File: src/rtl/filter_out_sink.sv
// Output-side receiver for the FIR/IIR filters: FWFT result FIFO with backpressure,
// fill level, sticky overflow and a running accepted-sample count.
module filter_out_sink #(
  parameter int unsigned DATA_WIDTH = 32,
  parameter int unsigned DEPTH      = 16,
  localparam int unsigned LW        = $clog2(DEPTH) + 1
) (
  input  logic                  clock,
  input  logic                  reset,
  input  logic [DATA_WIDTH-1:0] filt_data,
  input  logic                  filt_done,
  output logic                  filt_rd_en,
  output logic [DATA_WIDTH-1:0] out_dout,
  output logic                  out_empty,
  input  logic                  out_rd_en,
  output logic [LW-1:0]         level,
  output logic                  overflow,
  output logic [31:0]           sample_count
);

  localparam int unsigned AW = $clog2(DEPTH);
  localparam logic [LW-1:0] FullLevel = LW'(DEPTH);

  logic [DATA_WIDTH-1:0] r_mem [DEPTH];
  logic [AW-1:0]         r_wp;
  logic [AW-1:0]         r_rp;
  logic [LW-1:0]         r_level;
  logic                  r_overflow;
  logic [31:0]           r_sample_count;

  logic w_wr;
  logic w_rd;
  logic w_drop;

  always_comb begin
    w_rd   = out_rd_en && (r_level != '0);
    // A pop in the same cycle frees the slot, so a full FIFO can still accept.
    w_wr   = filt_done && ((r_level < FullLevel) || w_rd);
    w_drop = filt_done && !w_wr;
  end

  always_ff @(posedge clock) begin
    if (reset) begin
      r_wp           <= '0;
      r_rp           <= '0;
      r_level        <= '0;
      r_overflow     <= 1'b0;
      r_sample_count <= '0;
    end else begin
      if (w_wr) begin
        r_wp           <= r_wp + AW'(1);
        r_sample_count <= r_sample_count + 32'd1;
      end
      if (w_rd) begin
        r_rp <= r_rp + AW'(1);
      end
      case ({w_wr, w_rd})
        2'b10:   r_level <= r_level + LW'(1);
        2'b01:   r_level <= r_level - LW'(1);
        default: r_level <= r_level;
      endcase
      if (w_drop) begin
        r_overflow <= 1'b1;
      end
    end
  end

  // Storage is never cleared; contents are meaningless while empty.
  always_ff @(posedge clock) begin
    if (!reset && w_wr) begin
      r_mem[r_wp] <= filt_data;
    end
  end

  always_comb begin
    filt_rd_en   = (r_level < FullLevel);
    out_dout     = r_mem[r_rp];
    out_empty    = (r_level == '0);
    level        = r_level;
    overflow     = r_overflow;
    sample_count = r_sample_count;
  end

endmodule
File: config.mk
export PLATFORM = sky130hd
export DESIGN_NAME = filter_out_sink
export DESIGN_NICKNAME = d
export VERILOG_FILES = /design/src/rtl/filter_out_sink.sv
export SDC_FILE = /design/constraint.sdc
export NUM_CORES = 1
export LEC_CHECK = 0
export ABC_AREA = 1
export BUFFER_PORTS_ARGS = -buffer_cell sky130_fd_sc_hd__buf_2
export CORE_MARGIN = 8
export CORE_UTILIZATION = 30
export CTS_BUF_LIST = sky130_fd_sc_hd__clkbuf_8
export DETAILED_ROUTE_END_ITERATION = 8
export GPL_ROUTABILITY_DRIVEN = 0
export PLACE_DENSITY = 0.55
export SYNTH_ARGS = -nofsm -noshare
export SYNTH_HDL_FRONTEND = slang
export SYNTH_SLANG_ARGS = --single-unit
File: constraint.sdc
create_clock -name clock -period 3.6 [get_ports clock]
set_clock_uncertainty 0.1 [all_clocks]
set_input_delay 0.18 -clock clock [delete_from_list [all_inputs] [get_ports clock]]
set_output_delay 0.18 -clock clock [all_outputs]
set_load 0.02 [all_outputs]
==> summary.txt <==
Run status
  • Run status: complete, no violations

STA
  • Setup TNS: 0 ns
  • RSZ-0062 raised after global routing: false
  • Final worst path period share: 81.36%
  • Fin. Hold Viols: 0
  • Final setup violation count: 0
  • Final worst slack: between 0.6 and 0.7 ns
  • Slew @ Worst Pin: 0.9576 ns
  • Crit path time final: 2.929 ns
  • Highest clock rate: 0.3414 GHz
  • Max Slew Vio Count: 0
  • Slew headroom: 36.16%
  • Hold Slack: 0.3429 ns

Placement
  • PortBufs: 107
  • Placed instance count: 3087
  • Post-Place Worst Slack: 0.9482 ns
  • DP Wirelength: 31.98 mm

Floorplanning
  • IO Pins: 108
  • Initial Util: between 30% and 40%
  • Row cnt: between 100 and 150
  • Core area: 0.07747 mm²
  • Die area: between 0.08 and 0.09 mm²
  • Die W: 295.6 µm
  • Die Ht: 295.6 µm

Power and ir drop
  • Max VDD drop: 392.4 µV
  • P per Cell Area: 611.4 mW/mm²
  • Total power: 16.70 mW
  • Pleak: 9.913 nW

Synthesis
  • Syn Inst Count: 2014
  • Post-synth cell types: 35
  • Synth top area cells: edfxtp_1, inv_1, nand3_1
  • Largest area contributor in the netlist: edfxtp_1
  • Post-synthesis sequential area ratio: 69.85%
  • FF+latch count, synth: around 560
  • Mean Syn Cell Area: 11.64 µm²
  • Synth top area share: 65.58%
  • Synth Warn #: 0
  • Post-Syn Nets: 2061
  • Synth Cell Area: between 0.02 and 0.025 mm²

Min path
  • Hold WC Path Type: input port to flip-flop
  • Hold path cells: 2

Drt
  • Routed wl met2: 26.40 mm
  • Routed WL: 56.35 mm
  • Top Layer Used: met5
  • DRC violations left: 0
  • Via density: 4.602
  • Antenna-violating nets left: 0
  • Post-DR wirelength/cell: about 17 µm
  • Metal3 WL: between 3 and 4 mm
  • Drt first pass iters: 6
  • Via count: around 15000
  • Met1 WL: between 20 and 30 mm
  • 1st-iter DRT viols: 1143

Layout
  • Share of layout cells above drive strength 1: 13.22%
  • Post-Layout Cell Count: 3296
  • Final Net Count: 2228
  • Area growth syn-to-layout: 16.47%

Clock tree
  • H-tree lvl count: 3
  • CTS resizes: 0
  • # Post-CTS Setup Buffers: 0
  • CTS tree: built
  • Clock Tree Root: clkbuf_8
  • Clk_lat worst skew: 0.67 ns
  • Clock Tree Buf Depth: 3
  • Clock buffer count from CTS: 94
  • Clk sinks: 562
  • Hold Buf Count CTS: 38
  • Reg clk slew, reported paths: around 0.060 ns

Critical path
  • Crit path cell chain: buf_4 -> o211ai_1 -> nand3_1 -> nand3_1 -> nand2_1 -> buf_2
  • WP data required: 3.32 ns
  • CP arrival: 2.65 ns
  • Worst-case reg-to-reg path depth: 4
  • CP endpoint kind: output port
  • CP peak stage delay: 0.82 ns
  • Type of origin of the critical path: flip-flop
  • Crit-path slowest cell: dfxtp_4
  • Setup CP Type: flip-flop to output port
  • Critical Path Most Common Cell: nand3_1
  • CP max FO: 55

Global route
  • First-pass GRT wire length: around 87 mm
  • Initial antenna violation count: 4
  • Global route overflow: 0
  • Vias in the first global route: about 15000
  • Largest net degree at the start of global routing: about 140
  • Total track usage: 12.72%

Flow run
  • Max Cap Viol: 0
[final timing paths]
| check | from | endpoint | slack, ns |
|---|---|---|---|
| worst max-delay path | flip-flop | out_dout[13] | 0.67 |
| worst max register to register | level[4]$_SDFFE_PP0P_ | r_mem[3][29]$_DFFE_PP_ | 0.94 |
| worst min-delay path | filt_data[28] | r_mem[7][28]$_DFFE_PP_ | 0.34 |
| worst min register to register | r_rp[2]$_SDFFE_PP0P_ | flip-flop | 0.39 |
[placed cells by master, fill, tap and decap left out, drive strengths merged, types with 17 or more instances in the layout]
cell type	n
clkbuf	100
buf	145
nand3	217
o21ai	147
o211ai	128
clkinv	27
nand2	247
nor2	80
edfxtp	512
inv	350
dfxtp	50
a21oi	154
dlygate4sd3	38
nor3	17
[report_power, final]
part           switching (mW)  total, mW  internal (mW)
clock network            2.50       5.27           2.78
registers               0.180       7.43           7.25
logic                    2.71       3.99           1.28
total                    5.38       16.7           11.3
[synth_stat cells]
master / number
nor4_1: 1
nor2_2: 7
fa_1: 1
buf_6: 20
a31oi_1: 1
xnor2_1: 4
o21bai_1: 3
nor3b_1: 1
a21oi_4: 1
clkinv_1: 1
clkbuf_1: 40
xor2_1: 3
buf_4: 1
inv_2: 3
nor3b_2: 2
nor2_1: 73
nor3_1: 15
buf_2: 39
buf_1: 12
nand4_1: 10
edfxtp_1: 512
nand2_1: 246
o21a_1: 2
ha_1: 10
o21ai_4: 1
nor3_2: 2
o21ai_1: 22
nand2_2: 1
o21ai_0: 124
a21oi_1: 153
o211ai_1: 128
nand3_2: 1
nand3_1: 216
dfxtp_1: 50
inv_1: 308
[worst max-delay path, delay by kind of cell (launching register included)]
kind,cells,cell delay (ns)
DFF,1,0.82
buffers and inverters,2,0.61
and+or+nand+nor,3,0.37
AOI/OAI and AO/OA,1,0.15
[final cells by class]
type | count | area (µm²)
multi-input cells | 1028 | 5375
well taps | 1040 | 1301
repair buffers | 183 | 1314
flip-flops and latches | 562 | 16390
clock inverters | 69 | 379.1
fillers | 7569 | 50160
clock buffers | 100 | 1376
diodes | 2 | 5.005
inverters | 312 | 1171
[state kept, by name, summed over array words and instances (netlist names), named ones only]
register and cells:
overflow 1, sample_count 32, level 5, r_rp 4, r_mem 512, r_wp 4
[layer usage]
metal	global-route usage (%)	vias up
met4	3.954	4
met5	0	-
met2	20.54	393
met3	3.325	72
met1	16.69	7297
li1	-	7402
[logic make-up (layout without fill, tap and decap cells)]
group                    count (synthesis)  after routing  synth area share (%)
flip-flops                             562            562                 69.85
AND/OR/NAND/NOR                        575            575                 10.81
AO/OA/AOI/OAI                          435            435                 10.81
other                                    0              2                     0
XOR/XNOR                                 7              7                0.2615
buffers and inverters                  424            664                 7.653
adder cells (fa/ha/maj)                 11             11                0.6191
[through the flow]
stage,cell area (µm²),utilization [%]
global route,27300,35.24
detailed placement,25170,32.49
finish,27310,35.25
floorplan,23450,-
CTS,27300,35.24
global placement,25170,32.49
No activity file was read; power rests on OpenSTA's default activity.
